**config.mk**
```make
export PLATFORM = sky130hd
export DESIGN_NAME = mem_arbiter
export DESIGN_NICKNAME = d
export VERILOG_FILES = /design/src/rtl/mem_arbiter.sv
export SDC_FILE = /design/constraint.sdc
export NUM_CORES = 1
export LEC_CHECK = 0
export ABC_CLOCK_PERIOD_IN_PS = 1870
export BUFFER_PORTS_ARGS = -buffer_cell sky130_fd_sc_hd__buf_2
export CAP_MARGIN = 30
export CELL_PAD_IN_SITES_DETAIL_PLACEMENT = 0
export CELL_PAD_IN_SITES_GLOBAL_PLACEMENT = 1
export CORE_ASPECT_RATIO = 1.2
export CORE_MARGIN = 4
export CORE_UTILIZATION = 31
export DETAILED_ROUTE_END_ITERATION = 12
export MAX_ROUTING_LAYER = met4
export PLACE_DENSITY_LB_ADDON = 0.1
export SKIP_CTS_REPAIR_TIMING = 1
export SYNTH_ARGS = -nofsm -noshare
export SYNTH_HDL_FRONTEND = slang
export SYNTH_SLANG_ARGS = --single-unit
```
**constraint.sdc**
```tcl
create_clock -name clk -period 1.87 [get_ports clk]
set_input_delay 0.187 -clock clk [delete_from_list [all_inputs] [get_ports clk]]
set_output_delay 0.187 -clock clk [all_outputs]
set_load 0.01 [all_outputs]
```
**src/rtl/mem_arbiter.sv**
```systemverilog
`default_nettype none
// ============================================================================
// Module      : mem_arbiter
// Description : Two-requester round-robin arbiter for a single 8-bit memory
//               port. Optional ack timeout enabled by `define MEM_ARB_TIMEOUT_EN.
// Revision    : 1.0 - initial release
// ============================================================================
module mem_arbiter #(
    parameter logic [7:0] TIMEOUT_CYCLES = 8'd16
) (
    input  logic       clk,
    input  logic       rst,
    input  logic       m0_read,
    input  logic       m0_write,
    input  logic [7:0] m0_address,
    input  logic [7:0] m0_dout,
    output logic [7:0] m0_din,
    output logic       m0_ready,
    input  logic       m1_read,
    input  logic       m1_write,
    input  logic [7:0] m1_address,
    input  logic [7:0] m1_dout,
    output logic [7:0] m1_din,
    output logic       m1_ready,
    output logic       mem_read,
    output logic       mem_write,
    output logic [7:0] mem_address,
    output logic [7:0] mem_wdata,
    input  logic [7:0] mem_rdata,
    input  logic       mem_ack,
    output logic       bus_err
);

    typedef enum logic [1:0] {
        IDLE  = 2'd0,
        BUSY0 = 2'd1,
        BUSY1 = 2'd2
    } state_t;

    state_t     r_state, w_state_nxt;
    logic       r_mem_read, w_mem_read_nxt;
    logic       r_mem_write, w_mem_write_nxt;
    logic [7:0] r_addr, w_addr_nxt;
    logic [7:0] r_wdata, w_wdata_nxt;
    logic [7:0] r_m0_din, w_m0_din_nxt;
    logic [7:0] r_m1_din, w_m1_din_nxt;
    logic       r_m0_ready, w_m0_ready_nxt;
    logic       r_m1_ready, w_m1_ready_nxt;
    logic       r_last, w_last_nxt;   // 1: m1 served last, 0: m0 served last

    logic       w_req0, w_req1;
    logic       w_grant0, w_grant1;
    logic       w_timeout;
    logic       w_done, w_fault;

    assign w_req0 = m0_read | m0_write;
    assign w_req1 = m1_read | m1_write;

`ifdef MEM_ARB_TIMEOUT_EN
    logic [7:0] r_cnt;
    logic       r_bus_err;

    assign w_timeout = (r_state != IDLE) && (r_cnt == (TIMEOUT_CYCLES - 8'd1));

    always_ff @(posedge clk or negedge rst) begin
        if (!rst) begin
            r_cnt     <= 8'h00;
            r_bus_err <= 1'b0;
        end else begin
            r_cnt <= (r_state == IDLE) ? 8'h00 : r_cnt + 8'd1;
            if (w_fault)
                r_bus_err <= 1'b1;
        end
    end

    assign bus_err = r_bus_err;
`else
    logic w_unused_timeout;
    assign w_unused_timeout = ^TIMEOUT_CYCLES;
    assign w_timeout        = 1'b0;
    assign bus_err          = 1'b0;
`endif

    assign w_done  = mem_ack | w_timeout;
    assign w_fault = ~mem_ack & w_timeout;

    // A ready pulse marks the mandatory idle cycle: the served requester's
    // request may still be high and must not be taken as a new one.
    assign w_grant0 = (r_state == IDLE) && !r_m0_ready && !r_m1_ready &&
                      w_req0 && (!w_req1 || r_last);
    assign w_grant1 = (r_state == IDLE) && !r_m0_ready && !r_m1_ready &&
                      w_req1 && !w_grant0;

    always_comb begin
        w_state_nxt     = r_state;
        w_mem_read_nxt  = r_mem_read;
        w_mem_write_nxt = r_mem_write;
        w_addr_nxt      = r_addr;
        w_wdata_nxt     = r_wdata;
        w_m0_din_nxt    = r_m0_din;
        w_m1_din_nxt    = r_m1_din;
        w_m0_ready_nxt  = 1'b0;
        w_m1_ready_nxt  = 1'b0;
        w_last_nxt      = r_last;

        case (r_state)
            IDLE: begin
                if (w_grant0) begin
                    w_state_nxt     = BUSY0;
                    w_mem_write_nxt = m0_write;
                    w_mem_read_nxt  = ~m0_write;
                    w_addr_nxt      = m0_address;
                    w_wdata_nxt     = m0_dout;
                end else if (w_grant1) begin
                    w_state_nxt     = BUSY1;
                    w_mem_write_nxt = m1_write;
                    w_mem_read_nxt  = ~m1_write;
                    w_addr_nxt      = m1_address;
                    w_wdata_nxt     = m1_dout;
                end
            end
            BUSY0: begin
                if (w_done) begin
                    w_state_nxt     = IDLE;
                    w_mem_read_nxt  = 1'b0;
                    w_mem_write_nxt = 1'b0;
                    w_m0_ready_nxt  = 1'b1;
                    w_last_nxt      = 1'b0;
                    if (w_fault)
                        w_m0_din_nxt = 8'hFF;
                    else if (r_mem_read)
                        w_m0_din_nxt = mem_rdata;
                end
            end
            BUSY1: begin
                if (w_done) begin
                    w_state_nxt     = IDLE;
                    w_mem_read_nxt  = 1'b0;
                    w_mem_write_nxt = 1'b0;
                    w_m1_ready_nxt  = 1'b1;
                    w_last_nxt      = 1'b1;
                    if (w_fault)
                        w_m1_din_nxt = 8'hFF;
                    else if (r_mem_read)
                        w_m1_din_nxt = mem_rdata;
                end
            end
            default: begin
                w_state_nxt     = IDLE;
                w_mem_read_nxt  = 1'b0;
                w_mem_write_nxt = 1'b0;
            end
        endcase
    end

    always_ff @(posedge clk or negedge rst) begin
        if (!rst) begin
            r_state     <= IDLE;
            r_mem_read  <= 1'b0;
            r_mem_write <= 1'b0;
            r_addr      <= 8'h00;
            r_wdata     <= 8'h00;
            r_m0_din    <= 8'h00;
            r_m1_din    <= 8'h00;
            r_m0_ready  <= 1'b0;
            r_m1_ready  <= 1'b0;
            r_last      <= 1'b1;
        end else begin
            r_state     <= w_state_nxt;
            r_mem_read  <= w_mem_read_nxt;
            r_mem_write <= w_mem_write_nxt;
            r_addr      <= w_addr_nxt;
            r_wdata     <= w_wdata_nxt;
            r_m0_din    <= w_m0_din_nxt;
            r_m1_din    <= w_m1_din_nxt;
            r_m0_ready  <= w_m0_ready_nxt;
            r_m1_ready  <= w_m1_ready_nxt;
            r_last      <= w_last_nxt;
        end
    end

    assign mem_read    = r_mem_read;
    assign mem_write   = r_mem_write;
    assign mem_address = r_addr;
    assign mem_wdata   = r_wdata;
    assign m0_din      = r_m0_din;
    assign m1_din      = r_m1_din;
    assign m0_ready    = r_m0_ready;
    assign m1_ready    = r_m1_ready;

endmodule
`default_nettype wire
```
==> run metrics, run 1 <==
Sequential cell area 977.2 µm²; global-route wire length before repair about 6.6 mm; area taken by multi-input logic gates ~800 µm²; most used flip-flop cell after synthesis sky130_fd_sc_hd__dfrtp_1; most common cell in the synthesized netlist sky130_fd_sc_hd__dfrtp_1; number of buffers inserted during clock tree synthesis 5; core utilization of the finished layout 0.4296; Design Area, Final 2451 µm²; worst-case register-to-register setup slack between 100 and 150 ps; number of antenna violations at the first check in global routing 0; global-route track usage on met3 0.03635; YS warnings 0; most instantiated cells after synthesis sky130_fd_sc_hd__dfrtp_1 (38), sky130_fd_sc_hd__nand2_1 (23), sky130_fd_sc_hd__mux2_2 (17); number of clock sinks 39; GR peak layer met2; post-route worst setup slack 105.8 ps; endpoint of the worst-slack reg-to-reg timing path mem_wdata[4]$_DFFE_PN0P_; cell type contributing the most total cell area after synthesis sky130_fd_sc_hd__dfrtp_1; required time at the worst-slack endpoint ~2000 ps; total overflow reported by the global router 0; post-synthesis area per instance 12.13 µm²; Crit-path slowest cell sky130_fd_sc_hd__dfrtp_1; Worst setup endpoint mem_wdata[4]$_DFFE_PN0P_; type of the tightest min-delay check input port to flip-flop; vias in the first global route 1386; worst hold slack between 100 and 150 ps; final weighted congestion in routability-driven placement ~0.76; result of the run finished, final reports clean; Core Area 5705 µm²; area share of the largest cell type after synthesis 0.5191; count of final max-slew check failures 0; post-CTS clock slew at the launch and capture registers of the worst setup and hold paths ~80 ps; total design power 3.853 mW; number of DRC markers after the initial detailed-route iteration 46; power density normalized to cell area roughly 1600 nW/µm²; largest stage delay on the critical path 400 ps; total detailed-routing wirelength between 3 and 4 mm; post-synthesis async set-or-reset flop share 1.000; synth top area cells sky130_fd_sc_hd__dfrtp_1 (52%), sky130_fd_sc_hd__mux2_2 (10%), sky130_fd_sc_hd__mux2i_1 (8.7%); start point of the worst min-delay path mem_rdata[0]; number of library cell types mapped by synthesis 30; Worst IR Drop VDD between 800 and 900 µV; Pre-Repair DR Iteration Count 4; number of synthesized flops with an enable pin 0; total number of placement rows 30; HPWL after detailed placement slightly above 3 mm; post-detailed-route via-to-cell ratio roughly 4.4; register bit total from synthesis 39; Synth Area in Compound Gates 0.1031; fillers between 500 and 600; met1 Resource Use GR 0.1480; Antenna diodes 0; final-report setup violation count 0; num ports between 80 and 90; clock tree from TritonCTS yes; multiplexer fraction of the synthesized cell area 0.1919; GRT met2 Usage 0.1843; Max Cap Viol 0; Post-Synthesis Net Count ~200; wire length per cell between 10 and 15 µm; setup repair after global routing missed its margin no; critical path peak fanout 32; kind of end point of the critical path flip-flop; Startpoint Class flip-flop; number of non-filler instances in the completed layout between 300 and 400; maximum number of buffers from clock root to sink 2; CTS root buffer sky130_fd_sc_hd__clkbuf_8; vertical extent of the die 92.21 µm; latest clock arrival within the worst-skew pair about 290 ps; DRC violation count after routing 0; total negative setup slack 0 ps; crit path kind flip-flop to flip-flop; Area Growth Syn to Fin 33.81%; post-synthesis cell area 1832 µm²; xor/xnor cell area share of the yosys netlist 0; sequence of cells on the critical path inv_1 > ha_1 > or3b_4 > or2_1 > buf_12 > nand2_1 > o21ai_2; die width approximately 80 µm; shortest period the worst path allows 1764 ps; Die Footprint ~7200 µm²; placed instance area between 2000 and 2500 µm²; fin crit share 0.9434; number of cells produced by synthesis approximately 150; number of I/O port buffers 82; Layout Nets slightly below 300; proportion of synthesized chip area in sequential cells 0.5335; reg2reg path depth 7; Crit. Startpoint r_state[0]$_DFFE_PN0P_; measured slew at the worst slew-check pin roughly 550 ps; number of H-tree levels 2; Synth Area in Adders 0.02049; Hold Fails Final Rpt 0; worst flop-to-flop path startpoint r_state[0]$_DFFE_PN0P_; arrival time worst endpoint between 1500 and 2000 ps; Fmax around 0.57 GHz; simple-gate portion of the synthesized area 0.1038; Inst Count DP 311; maximum clock skew at final layout 5.730 ps; post-place setup slack roughly 98 ps; effective utilization at floorplan 0.3211; DRT antenna net count 0; maximum number of pins on one net before global-route repair 33; main combinational cell family by area after synthesis multiplexers; worst slew slack as a fraction of its limit 0.6315; leakage dissipation between 1 and 1.5 nW; vias after detailed routing about 1400; share of cells above drive strength 1 0.5394; Overall Global Routing Usage 0.1195
==> critical path: cells and delay by family (launching register included) <==
family / cells / cell delay [ps]
simple gates: 3 / 760
flops: 1 / 400
buf+inv: 2 / 270
fa+ha+maj: 1 / 160
compound gates: 1 / 50
==> logic make-up (layout without fill, tap and decap cells) <==
logic type	count (synthesis)	after routing
compound gates	24	24
fa+ha+maj	3	3
buf+inv	10	100
flops	39	39
mux	33	33
other cells	1	1
simple gates	41	41
==> layout by cell type (no fill, tap or decap) <==
master / netlist / routed
sky130_fd_sc_hd__buf_2: 2 / 82
sky130_fd_sc_hd__conb_1: 1 / 1
sky130_fd_sc_hd__and2_1: 2 / 2
sky130_fd_sc_hd__a21o_1: 1 / 1
sky130_fd_sc_hd__nor3_1: 1 / 1
sky130_fd_sc_hd__mux2_2: 17 / 17
sky130_fd_sc_hd__mux2i_1: 16 / 16
sky130_fd_sc_hd__dfrtp_1: 38 / 38
sky130_fd_sc_hd__nor2_1: 3 / 3
sky130_fd_sc_hd__o21ba_1: 1 / 1
sky130_fd_sc_hd__dlygate4sd3_1: 0 / 1
sky130_fd_sc_hd__o21ai_2: 14 / 14
sky130_fd_sc_hd__clkinv_4: 0 / 2
sky130_fd_sc_hd__buf_12: 1 / 2
sky130_fd_sc_hd__clkbuf_8: 0 / 5
sky130_fd_sc_hd__o211ai_1: 1 / 1
sky130_fd_sc_hd__ha_1: 3 / 3
sky130_fd_sc_hd__o311ai_1: 0 / 1
sky130_fd_sc_hd__inv_1: 3 / 3
sky130_fd_sc_hd__or3b_4: 1 / 1
sky130_fd_sc_hd__nor2b_1: 2 / 2
sky130_fd_sc_hd__buf_4: 1 / 4
sky130_fd_sc_hd__clkinvlp_4: 0 / 1
sky130_fd_sc_hd__dfstp_2: 1 / 1
sky130_fd_sc_hd__or3_1: 2 / 2
sky130_fd_sc_hd__nand2_1: 23 / 23
sky130_fd_sc_hd__nand3_1: 4 / 4
sky130_fd_sc_hd__nor4_1: 2 / 2
sky130_fd_sc_hd__or2_1: 1 / 1
sky130_fd_sc_hd__o21ai_1: 3 / 3
sky130_fd_sc_hd__a31oi_1: 1 / 1
sky130_fd_sc_hd__o22ai_2: 0 / 1
sky130_fd_sc_hd__a21oi_1: 1 / 1
==> sequential cells by signal, summed over array words and instances (netlist names) <==
name	flops
m0_din	8
m1_din	8
mem_address	8
mem_wdata	8
r_state	2
m0_ready	1
m1_ready	1
mem_read	1
mem_write	1
r_last	1
==> power by group <==
| group | total [mW] | switching (mW) | internal (mW) | leakage, nW |
|---|---|---|---|---|
| Combinational | 1.83 | 0.946 | 0.883 | 0.751 |
| Sequential | 1.44 | 0.200 | 1.24 | 0.485 |
| Clock | 0.581 | 0.315 | 0.267 | 0.0443 |
| Total | 3.85 | 1.46 | 2.39 | 1.28 |
==> layer usage <==
metal	part of all wire	routed length (µm)
met5	0	0
met4	0.016	62
met3	0.076	303
met2	0.48	1890
met1	0.43	1717
==> how the worst min path moves through the flow <==
stage | to | cells past startpoint | slack [ps]
floorplan | m0_din[0]$_DFFE_PN0P_ | 0 | -110
global placement | mem_address[6]$_DFFE_PN0P_ | 1 | 220
global route | m1_din[1]$_DFFE_PN0P_ | 2 | 130
detailed placement | mem_address[3]$_DFFE_PN0P_ | 1 | 220
CTS | mem_write$_DFFE_PN0P_ | 1 | -90
finish | m1_din[0]$_DFFE_PN0P_ | 2 | 130
==> final cells by class <==
class | instances | area share
inverter | 3 | 0.004594
clock inverter | 3 | 0.01021
clock buffer | 5 | 0.02808
sequential | 39 | 0.3987
multi-input combinational | 102 | 0.3175
tap | 80 | 0.04084
timing repair buffer | 89 | 0.2001
Note: power is estimated with default switching activity, not from simulation.
==> run 2, diff against run 1 <==
--- a/config.mk
+++ b/config.mk
@@ -5,17 +5,18 @@
 export SDC_FILE = /design/constraint.sdc
 export NUM_CORES = 1
 export LEC_CHECK = 0
-export ABC_CLOCK_PERIOD_IN_PS = 1870
+export ABC_CLOCK_PERIOD_IN_PS = 1800
 export BUFFER_PORTS_ARGS = -buffer_cell sky130_fd_sc_hd__buf_2
 export CAP_MARGIN = 30
 export CELL_PAD_IN_SITES_DETAIL_PLACEMENT = 0
 export CELL_PAD_IN_SITES_GLOBAL_PLACEMENT = 1
 export CORE_ASPECT_RATIO = 1.2
 export CORE_MARGIN = 4
-export CORE_UTILIZATION = 31
+export CORE_UTILIZATION = 35
 export DETAILED_ROUTE_END_ITERATION = 12
 export MAX_ROUTING_LAYER = met4
 export PLACE_DENSITY_LB_ADDON = 0.1
+export RECOVER_POWER = 100
 export SKIP_CTS_REPAIR_TIMING = 1
 export SYNTH_ARGS = -nofsm -noshare
 export SYNTH_HDL_FRONTEND = slang
==> constraint.sdc (replaced) <==
create_clock -name clk -period 1.8 [get_ports clk]
set_input_delay 0.18 -clock clk [delete_from_list [all_inputs] [get_ports clk]]
set_output_delay 0.18 -clock clk [all_outputs]
set_load 0.01 [all_outputs]
==> run metrics, run 2 (synthesized netlist as in run 1, its figures left out) <==
arrival time worst endpoint 1950 ps (about the same); Area Growth Syn to Fin 33.54%; Max Cap Viol 0 (unchanged); total detailed-routing wirelength 4.253 mm (+7.0%); post-place setup slack -20.69 ps (-118.8 ps); DRC violation count after routing 0 (unchanged); number of non-filler instances in the completed layout 302 (-5.9%); largest stage delay on the critical path 410 ps (about the same); Worst IR Drop VDD 634.7 µV (-22%); total overflow reported by the global router 0 (unchanged); number of buffers inserted during clock tree synthesis 5 (unchanged); number of clock sinks 39 (unchanged); start point of the worst min-delay path mem_rdata[2]; leakage dissipation 1.222 nW (-4.6%); family with the most delay on the worst path simple AND/OR/NAND/NOR gates; maximum number of pins on one net before global-route repair 40 (+21%); die width 74.04 µm (-5.3%); Inst Count DP 291 (-6.4%); Antenna diodes 0 (unchanged); endpoint of the worst-slack reg-to-reg timing path mem_write$_DFFE_PN0P_; worst hold stages 2 (unchanged); Hold Fails Final Rpt 0 (unchanged); type of the tightest min-delay check input port to flip-flop; shortest period the worst path allows 1733 ps (-30.97 ps); worst-case register-to-register setup slack 70 ps (-40 ps); worst flop-to-flop path startpoint r_state[0]$_DFFE_PN0P_; CTS root buffer sky130_fd_sc_hd__clkbuf_8; number of H-tree levels 2 (unchanged); maximum clock skew at final layout 2.688 ps (-3.042 ps); crit path kind flip-flop to flip-flop; measured slew at the worst slew-check pin 950.4 ps (+397.7 ps); Core Area 5010 µm² (-12%); global-route wire length before repair 6.741 mm (+2.3%); vertical extent of the die 87.25 µm (-5.4%); Layout Nets 291 (+0.34%); worst slew slack as a fraction of its limit 0.3664 (-0.2651); latest clock arrival within the worst-skew pair 280 ps (about the same); required time at the worst-slack endpoint 2010 ps (-40 ps); power density normalized to cell area 1673 nW/µm² (+6.4%); share of cells above drive strength 1 0.4835 (-0.05595); kind of end point of the critical path flip-flop; vias in the first global route 1504 (+8.5%); final-report setup violation count 0 (unchanged); number of I/O port buffers 82 (unchanged); Die Footprint 6460 µm² (-10%); count of final max-slew check failures 0 (unchanged); clock tree from TritonCTS yes; post-CTS clock slew at the launch and capture registers of the worst setup and hold paths 70 ps (about the same); reg2reg path depth 6 (-1); wire length per cell 14.08 µm (+14%); endpoint of the worst hold-timing path m0_din[2]$_DFFE_PN0P_; most frequent standard cell in the layout excluding fill and tap cells sky130_fd_sc_hd__buf_2; Startpoint Class flip-flop; number of DRC markers after the initial detailed-route iteration 44 (-4.3%); number of antenna violations at the first check in global routing 0 (unchanged); most used cells in the layout excluding fill and tap cells sky130_fd_sc_hd__buf_2 (60), sky130_fd_sc_hd__dfrtp_1 (38), sky130_fd_sc_hd__nand2_1 (23), sky130_fd_sc_hd__clkbuf_1 (23), sky130_fd_sc_hd__mux2_2 (17); post-detailed-route via-to-cell ratio 4.825 (+11%); total number of placement rows 28 (-6.7%); total design power 4.093 mW (+6.2%); setup repair after global routing missed its margin yes; Pre-Repair DR Iteration Count 4 (unchanged); final weighted congestion in routability-driven placement 0.8672 (+14%); Overall Global Routing Usage 0.1386 (+0.01907); maximum number of buffers from clock root to sink 2 (unchanged); fin crit share 0.9629 (+0.01948); DRT antenna net count 0 (unchanged); buffering stage count on the worst path with inverters included 1 (-1); result of the run finished, final reports clean; critical path peak fanout 5 (-84%); Crit-path slowest cell sky130_fd_sc_hd__dfrtp_1; Fmax 0.5770 GHz (+1.8%); num ports 84 (unchanged); sequence of cells on the critical path inv_2 > ha_4 > or3b_4 > o21ba_4 > or3_4 > o21ai_2; HPWL after detailed placement 3.295 mm (+5.7%); post-route worst setup slack 66.78 ps (-39.03 ps); effective utilization at floorplan 0.3656 (+0.04458); vias after detailed routing 1457 (+4.0%)
## run 2: cell count changes in the layout (fill, tap and decap cells not counted), sizes merged
cell      previous run  this run
clkbuf               5        31
buf                 88        66
clkinv               2         0
clkinvlp             1         0
## run 2: layout make-up
cell class                 count  area, µm²
tap                           60      75.07
sequential                    39      977.2
clock buffer                   8      100.1
multi-input combinational    102      827.0
inverter                       3      11.26
fill                         488       2564
timing repair buffer          90      455.4
## run 2: worst max-delay path by stage
stage                            from                       end  depth (start not counted)
2_1_floorplan  r_state[1]$_DFFE_PN0P_  mem_wdata[3]$_DFFE_PN0P_                          8
3_3_place_gp   r_state[1]$_DFFE_PN0P_      mem_read$_DFFE_PN0P_                          6
3_5_place_dp   r_state[0]$_DFFE_PN0P_      mem_read$_DFFE_PN0P_                          6
4_1_cts        r_state[0]$_DFFE_PN0P_      mem_read$_DFFE_PN0P_                          6
5_1_grt        r_state[0]$_DFFE_PN0P_     mem_write$_DFFE_PN0P_                          6
6_report       r_state[0]$_DFFE_PN0P_     mem_write$_DFFE_PN0P_                          6
## run 2: stage by stage
stage | hold WS [ps] | util | cell area (µm²) | setup TNS [ps]
6_report | 141.6 | 0.4883 | 2446 | 0
5_1_grt | 129.2 | 0.4883 | 2446 | -67.21
4_1_cts | -48.05 | 0.4820 | 2415 | -27.81
3_5_place_dp | 261.7 | 0.4620 | 2315 | -20.69
3_3_place_gp | 251.8 | 0.4620 | 2315 | 0
2_1_floorplan | -115.6 | - | 1844 | 0
## run 2: metal layers
metal / share of wire / global-route usage / vias to the layer above
met2: 0.54 / 0.2355 / 49
li1: - / - / 708
met5: 0 / - / -
met1: 0.38 / 0.1576 / 696
met3: 0.072 / 0.03233 / 4
met4: 0.0094 / 0.04942 / 0
## run 2: power by group
| part | total [mW] | switching, mW | internal [mW] |
|---|---|---|---|
| registers | 1.52 | 0.226 | 1.29 |
| clock network | 0.616 | 0.267 | 0.349 |
| logic | 1.96 | 1.05 | 0.909 |
| total | 4.09 | 1.54 | 2.55 |
